==> src/rtl/seven_segment_scanner.sv <==
// Multiplexed N-digit common-anode 7-seg scanner with tear-free updates.
// Optional LZ_SUPPRESS_EN: darkens leading zero digits (digit 0 always lit).
module seven_segment (
  input  logic [3:0] hex,
  output logic [6:0] seg_n
);

  // Active-low glyph lookup, bit0=a .. bit6=g
  always_comb begin
    unique case (hex)
      4'h0: seg_n = 7'h40;
      4'h1: seg_n = 7'h79;
      4'h2: seg_n = 7'h24;
      4'h3: seg_n = 7'h30;
      4'h4: seg_n = 7'h19;
      4'h5: seg_n = 7'h12;
      4'h6: seg_n = 7'h02;
      4'h7: seg_n = 7'h78;
      4'h8: seg_n = 7'h00;
      4'h9: seg_n = 7'h10;
      4'hA: seg_n = 7'h08;
      4'hB: seg_n = 7'h03;
      4'hC: seg_n = 7'h46;
      4'hD: seg_n = 7'h21;
      4'hE: seg_n = 7'h06;
      4'hF: seg_n = 7'h0E;
    endcase
  end

endmodule

module seven_segment_scanner #(
  parameter int NUM_DIGITS   = 4,
  parameter int REFRESH_DIV  = 50000,
  parameter int BLANK_CYCLES = 1000
) (
  input  logic                    clk,
  input  logic                    rst,
  input  logic [4*NUM_DIGITS-1:0] value,
  input  logic                    load,
  input  logic [NUM_DIGITS-1:0]   digit_en,
  output logic [6:0]              seg_n,
  output logic [NUM_DIGITS-1:0]   an_n,
  output logic                    frame_done
);

  localparam int CW = $clog2(REFRESH_DIV);
  localparam int IW = (NUM_DIGITS > 1) ? $clog2(NUM_DIGITS) : 1;
  localparam logic [CW-1:0] CNT_LAST  = CW'(REFRESH_DIV - 1);
  localparam logic [CW-1:0] CNT_BLANK = CW'(BLANK_CYCLES);
  localparam logic [IW-1:0] IDX_LAST  = IW'(NUM_DIGITS - 1);

  logic [CW-1:0]           cnt;
  logic [IW-1:0]           idx;
  logic [4*NUM_DIGITS-1:0] staging;
  logic [4*NUM_DIGITS-1:0] shadow;
  logic                    pending;

  logic [3:0]              nib;
  logic                    en_cur;
  logic                    lz_dark;
  logic                    drive;
  logic                    slot_wrap;
  logic                    frame_wrap;
  logic [6:0]              glyph_n;
  logic [NUM_DIGITS-1:0]   an_next;
`ifdef LZ_SUPPRESS_EN
  logic                    hi_nz;
`endif

  // Select the active digit's nibble/enable and decide if it is dark
  always_comb begin
    nib     = 4'h0;
    en_cur  = 1'b0;
    lz_dark = 1'b0;
`ifdef LZ_SUPPRESS_EN
    hi_nz   = 1'b0;
`endif
    for (int i = 0; i < NUM_DIGITS; i++) begin
      if (idx == IW'(i)) begin
        nib    = shadow[4*i +: 4];
        en_cur = digit_en[i];
      end
`ifdef LZ_SUPPRESS_EN
      if (IW'(i) >= idx && shadow[4*i +: 4] != 4'h0)
        hi_nz = 1'b1;
`endif
    end
`ifdef LZ_SUPPRESS_EN
    lz_dark = (idx != '0) && !hi_nz;
`endif
  end

  assign slot_wrap  = (cnt == CNT_LAST);
  assign frame_wrap = slot_wrap && (idx == IDX_LAST);
  assign drive      = (cnt >= CNT_BLANK) && en_cur && !lz_dark;

  // One-hot active-low anode pattern for the driven digit
  always_comb begin
    an_next = '1;
    for (int i = 0; i < NUM_DIGITS; i++)
      an_next[i] = !(drive && (idx == IW'(i)));
  end

  seven_segment u_dec (
    .hex   (nib),
    .seg_n (glyph_n)
  );

  // Slot timing, digit index and the staging/shadow double buffer
  always_ff @(posedge clk) begin
    if (rst) begin
      cnt     <= '0;
      idx     <= '0;
      staging <= '0;
      shadow  <= '0;
      pending <= 1'b0;
    end else begin
      cnt <= slot_wrap ? '0 : cnt + CW'(1);
      if (slot_wrap)
        idx <= (idx == IDX_LAST) ? '0 : idx + IW'(1);
      if (frame_wrap) begin
        pending <= 1'b0;
        if (load)
          shadow <= value;
        else if (pending)
          shadow <= staging;
      end else if (load) begin
        staging <= value;
        pending <= 1'b1;
      end
    end
  end

  // Registered display outputs from the current scan state
  always_ff @(posedge clk) begin
    if (rst) begin
      seg_n      <= 7'h7F;
      an_n       <= '1;
      frame_done <= 1'b0;
    end else begin
      seg_n      <= drive ? glyph_n : 7'h7F;
      an_n       <= an_next;
      frame_done <= frame_wrap;
    end
  end

endmodule
==> config.mk <==
export PLATFORM = sky130hd
export DESIGN_NAME = seven_segment_scanner
export DESIGN_NICKNAME = d
export VERILOG_FILES = /design/src/rtl/seven_segment_scanner.sv
export SDC_FILE = /design/constraint.sdc
export NUM_CORES = 1
export LEC_CHECK = 0
export BUFFER_PORTS_ARGS = -buffer_cell sky130_fd_sc_hd__buf_2
export CAP_MARGIN = 20
export CORE_MARGIN = 4
export CORE_UTILIZATION = 34
export CTS_CLUSTER_SIZE = 12
export DETAILED_ROUTE_END_ITERATION = 10
export SYNTH_ARGS = -nofsm -noshare
export SYNTH_HDL_FRONTEND = slang
export SYNTH_HIERARCHICAL = 1
export SYNTH_SLANG_ARGS = --single-unit
==> constraint.sdc <==
create_clock -name clk -period 4.2 [get_ports clk]
set_clock_uncertainty 0.05 [all_clocks]
set_input_delay 0.21 -clock clk [delete_from_list [all_inputs] [get_ports clk]]
set_output_delay 0.21 -clock clk [all_outputs]
set_load 0.01 [all_outputs]
==> results of run 1 <==
-- worst register-to-register path, stage by stage, from the launching register on --
cell      delay (ns)
dfxtp_1         0.38
inv_1           0.08
ha_1            0.29
nand3b_1        0.20
a21oi_1         0.17
a21oi_1         0.05
o21ai_0         0.64
inv_1           0.23
ha_1            0.34
inv_1           0.05
mux4_1          0.47
or2_2           0.30
-- state kept, by name (all words and copies together), names as in the netlist --
signal,flops
cnt,16
pending,1
seg_n,7
shadow,16
staging,16
frame_done,1
an_n,4
idx,2
-- layout make-up --
class / instances / share of cell area (%)
Clock inverter: 4 / 0.653
Tap cell: 108 / 3.92
Sequential cell: 63 / 36.6
Inverter: 15 / 1.63
Clock buffer: 11 / 4.10
Timing Repair Buffer: 38 / 5.81
Multi-Input combinational cell: 227 / 47.3
-- worst paths after layout --
check	from	end	depth (start not counted)
worst min register to register	staging[0]	staging[0]	2
worst max register to register	idx[1]	seg_n[3]	11
worst min-delay path	value[9]	staging[9]	3
worst max-delay path	idx[1]	seg_n[3]	11
-- cells in the final DEF, fill, tap and decap left out, types with 2 or more instances in the layout --
cell type / instances
ha_1: 13
nand3_1: 5
o21ai_0: 6
mux2i_1: 37
nand4_1: 7
a211oi_1: 16
clkbuf_8: 10
xor2_1: 3
a22o_1: 2
xnor2_1: 11
buf_4: 4
a21oi_1: 27
nor4_1: 4
clkinv_2: 3
nor2_1: 43
nand3b_1: 5
dfxtp_1: 63
or2_2: 11
nand2_1: 12
inv_1: 15
nor3_1: 4
buf_2: 34
-- cells by family (layout without fill, tap and decap cells) --
kind of cell               count (synthesis)  count (layout)  synth area share (%)
and+or+nand+nor                          105             105                  18.6
xor gates and xnor gates                  14              14                  4.01
AOI/OAI and AO/OA                         56              56                  12.1
DFF                                       63              63                  41.3
buffers and inverters                     37              68                  5.36
muxes                                     39              39                  13.4
adders and majority gates                 13              13                  5.32
-- layer usage --
layer	GRT usage (%)	up-vias	share of wire (%)
li1	-	1203	-
met1	17.5	1079	52
met2	18.0	62	41
met3	4.94	9	6.1
met4	3.59	0	1.0
met5	0	-	0
-- power by group --
part	switching, uW	internal, uW	total, uW
Sequential	7.63	610	617
Combinational	36.9	29.3	66.2
Clock	228	224	452
-- metrics by stage --
step | worst slack (ns) | hold slack (ns) | power (uW)
2_1_floorplan | 1.19 | 0.304 | 677
3_3_place_gp | 1.08 | 0.409 | 697
3_5_place_dp | 0.891 | 0.421 | 698
4_1_cts | 0.849 | 0.0580 | 1150
5_1_grt | 0.603 | 0.0599 | 1190
6_report | 0.850 | 0.0672 | 1140
==> results.md, run 1 <==
* Status: finished, final reports clean
* Fillers at 874
* Max Clock Freq at 299 MHz
* Final Hold Fails at 0
* Synth top area share at about two fifths
* Post-Route WL at 6200 um
* Crit. End Element: flop
* Vias in the first global route at 2176
* CTS Root Cell: clkbuf_8
* Asr flop ratio synth at 0%
* Cts bufs inserted at 9
* Non-filler instance count after layout at about 470
* Wire per inst at around 13 um
* Die height at 103 um
* Chip Width at ~100 um
* CTS tree: built
* Post-DR vias/cell at 5.05
* DRC viols at 0
* Full die area at ~11000 um2
* Total gr overflow at 0
* Clk slew on worst S/H paths at 0.07 ns
* Final core utilization at 39.5%
* Power Dens Cells at 329 nW/um2
* Num rows at 34
* Routed Antenna Nets at 0
* Crit path max-delay family: compound AO/OA/AOI/OAI gates
* H-tree depth at 3
* Cell Area, Placed at about 3300 um2
* Largest net degree at the start of global routing at 40
* TNS Setup at 0 ns
* CP max stage cell: o21ai_0
* Area of the multi-input gates at 1630 um2
* DRT iter0 DRCs at 75
* Crit path top cell by count: inv_1
* R2R Setup Slk at 0.85 ns
* Via count at 2353
* Yosys reg bits at 63
* RSZ-0062 raised after global routing: false
* Max Cap Viol at 0
* Crit-path cells: inv_1 > ha_1 > nand3b_1 > a21oi_1 > a21oi_1 > o21ai_0 > inv_1 > ha_1 > inv_1 > mux4_1 > or2_2
* Cell area after synthesis at between 3000 and 4000 um2
* Initial Utilization at 35.0%
* Crit path buffers/inverters at 3
* Core ar. at ~8700 um2
* Total GRT Usage at about an eighth
* Final Cycle Share at 79.8%
* Sequential cell area at 1260 um2
* Slew Viols, Final at 0
* Setup crit start kind: flop
* Yosys warnings at 6
* Area growth from synthesis to layout at 12.8%
* CP arrival at between 3 and 4 ns
* P_leak at 0.00133 uW
* Initial antenna violation count at 0
* Clock sinks at 63
* Max_slew headroom at a little under half
* IO Port Bufs at 34
* Post-DP HPWL at 4380 um
* Number of enable flip-flop cells after synthesis at 0
* CP peak stage delay at ~0.64 ns
* Global placement routability congestion at 0.893
* Crit-path max FO at 11
* CTS resizes at 0
* Ys flop type: dfxtp_1
* Max VDD drop at 0.000179 V
* First-pass GRT wire length at 10400 um
* Post-route minimum period at 3.35 ns
* Worst-Skew Late Latency at 0.34 ns
* Worst Setup Path Type: flop to flop
* Synth cell types at between 40 and 50
* Avg Cell Area, Syn at 9.34 um2
* Hold Path Class: input port to flop
* I/O pins at 35
* Gate count of the mapped netlist at 327
* Cell with the most instances after synthesis: dfxtp_1
* Detailed-router iteration count before antenna repair at 4
* Largest area contributor in the netlist: dfxtp_1
* Final nets at 390
* Post-route design area at 3450 um2
* Sequential fraction of the synthesis area at 41.3%
* # Post-CTS Setup Buffers at 0
* Layout cells sized above 1 at about a fifth
* Slew @ Worst Pin at 0.794 ns
* Synthesized Nets at 363
* CP Data Required Time at 4.38 ns
* Cells after DPL at 451
* Final setup fails at 0
* Synth area leaders: dfxtp_1 41%, mux2i_1 12%, ha_1 5.3%
* Clk buf depth at 2
* Hold-fix buffers, CTS at 0
* Commonest cells in the synthesized netlist: 63 x dfxtp_1, 43 x nor2_1, 37 x mux2i_1
* Antenna cells at 0
No activity file was read; power rests on OpenSTA's default activity.
==> inputs of run 2 (changes only) <==
clock period = 2.7 ns   (was 4.2 ns; I/O delays follow)
==> results.md, run 2 (synthesized netlist as in run 1, its figures left out) <==
* Status: finished, final reports clean
* Slew Viols, Final at 0
* Crit path top cell by count: inv_1
* Crit. End Element: flop
* Max VDD drop at 0.000346 V
* Post-route minimum period at 2.56 ns
* IO Port Bufs at 34
* CP Launch Point: idx[0]
* Hold Crit Start: value[9]
* Largest net degree at the start of global routing at 40
* Initial Utilization at a little over a third
* Power Dens Cells at slightly above 500 nW/um2
* Wire per inst at 13.3 um
* Final Hold Fails at 0
* Full die area at about 11000 um2
* Worst-Skew Late Latency at roughly 0.34 ns
* RR Endpoint: seg_n[3]
* Clock sinks at 63
* CP arrival at approximately 2.7 ns
* RSZ-0062 raised after global routing: false
* Die height at 103 um
* Slew @ Worst Pin at 0.747 ns
* R2R cell count at 11
* Num rows at 34
* Worst Hold Depth at 3
* CTS tree: built
* Max_slew headroom at around 50%
* Vias in the first global route at between 2000 and 2500
* Most frequent cells in the layout: 62 x dfxtp_1, 43 x nor2_1, 37 x mux2i_1, 34 x buf_2, 27 x a21oi_1
* Layout cells sized above 1 at 21.0%
* Chip Width at just over 100 um
* Clk buf depth at 2
* Final Cycle Share at 94.7%
* Total gr overflow at 0
* R2R Setup Slk at 0.14 ns
* Most common cell after layout, fill and taps aside: dfxtp_1
* Post-DP HPWL at around 4400 um
* Fillers at 874
* Cts bufs inserted at 9
* CP Data Required Time at 2.88 ns
* Cells after DPL at 456
* Hold slack at between 0.004 and 0.005 ns
* P_leak at roughly 0.0014 uW
* I/O pins at 35
* Crit-path max FO at 6
* Area growth from synthesis to layout at 19.7%
* Hold endpoint: staging[9]
* TNS Setup at 0 ns
* Final setup fails at 0
* Max Clock Freq at between 300 and 400 MHz
* CP max stage cell: mux4_1
* Largest registers: cnt (16), shadow (16), staging (16)
* Antenna cells at 0
* Hold Path Class: input port to flop
* Via count at 2402
* Crit-path cells: inv_1 > ha_1 > nand3b_1 > a21oi_1 > a21oi_1 > o21ai_2 > inv_1 > ha_1 > inv_1 > mux4_1 > or2_2
* Detailed-router iteration count before antenna repair at 5
* CP peak stage delay at 0.46 ns
* Routed Antenna Nets at 0
* Final core utilization at 41.9%
* Non-filler instance count after layout at 485
* Total GRT Usage at 12.7%
* DRT iter0 DRCs at ~120
* DRC viols at 0
* Core ar. at 8720 um2
* H-tree depth at 3
* First-pass GRT wire length at between 10000 and 15000 um
* Final nets at slightly above 400
* Worst Setup Path Type: flop to flop
* Post-Route WL at approximately 6400 um
* Clk slew on worst S/H paths at around 0.070 ns
* Setup crit start kind: flop
* CTS Root Cell: clkbuf_8
* RR Startpoint: idx[0]
* Max Cap Viol at 0
* Global placement routability congestion at between 0.8 and 0.9
* Post-DR vias/cell at roughly 5
* Initial antenna violation count at 0
==> run 2: worst max path at each step <==
| stage | endpoint | slack (ns) | cells past startpoint |
|---|---|---|---|
| after detailed placement | seg_n[3] | 0.07 | 11 |
| after global routing | seg_n[3] | 0.02 | 11 |
| after CTS | seg_n[3] | 0.07 | 11 |
| final | seg_n[3] | 0.14 | 11 |
| after global placement | seg_n[3] | 0.17 | 11 |
| after floorplan | seg_n[3] | 0.0004 | 12 |
==> run 2: area by class of cell <==
class / count / area (um2) / area share, %
inverter: 15 / 56.3 / 1.54
multi-input combinational: 227 / 1640 / 44.9
sequential: 63 / 1260 / 34.5
timing repair buffer: 56 / 368 / 10.1
tap: 108 / 135 / 3.70
clock inverter: 3 / 42.5 / 1.16
clock buffer: 13 / 149 / 4.07
==> run 2: routing by layer <==
layer | vias to the layer above | global-route usage (%) | part of all wire (%)
met5 | - | 0 | 0
met4 | 0 | 3.59 | 1.1
met3 | 6 | 4.80 | 5.8
met2 | 60 | 18.6 | 43
met1 | 1106 | 17.4 | 50
li1 | 1230 | - | -
==> run 2: power breakdown <==
part	internal [uW]	switching [uW]	leakage, uW
sequential	948	12.1	0.000513
clock	451	353	0.0000936
combinational	59.5	60.1	0.000813
==> run 2: what timing repair did <==
| action | CTS | global route |
|---|---|---|
| buffers inserted | 0 | 0 |
| hold endpoints to repair | 13 | 0 |
| gates resized for setup | 0 | 3 |
| setup endpoints to repair | 0 | 1 |
| hold buffers | 13 | 0 |
==> run 2: worst max-delay path: cells and delay by family, from the launching register on <==
family	cells	cell delay [ns]
AO/OA/AOI/OAI	3	0.38
adder cells (fa/ha/maj)	2	0.56
buffers and inverters	3	0.27
flip-flops	1	0.35
multiplexers	1	0.46
AND/OR/NAND/NOR	2	0.39
==> run 2: stage by stage <==
step	total power [uW]	instance area, um2	setup slack, ns
3_5_place_dp	1090	3330	0.0669
3_3_place_gp	1090	3330	0.168
4_1_cts	1910	3650	0.0663
6_report	1880	3660	0.143
5_1_grt	1970	3660	0.0184
2_1_floorplan	1050	3060	0.000407
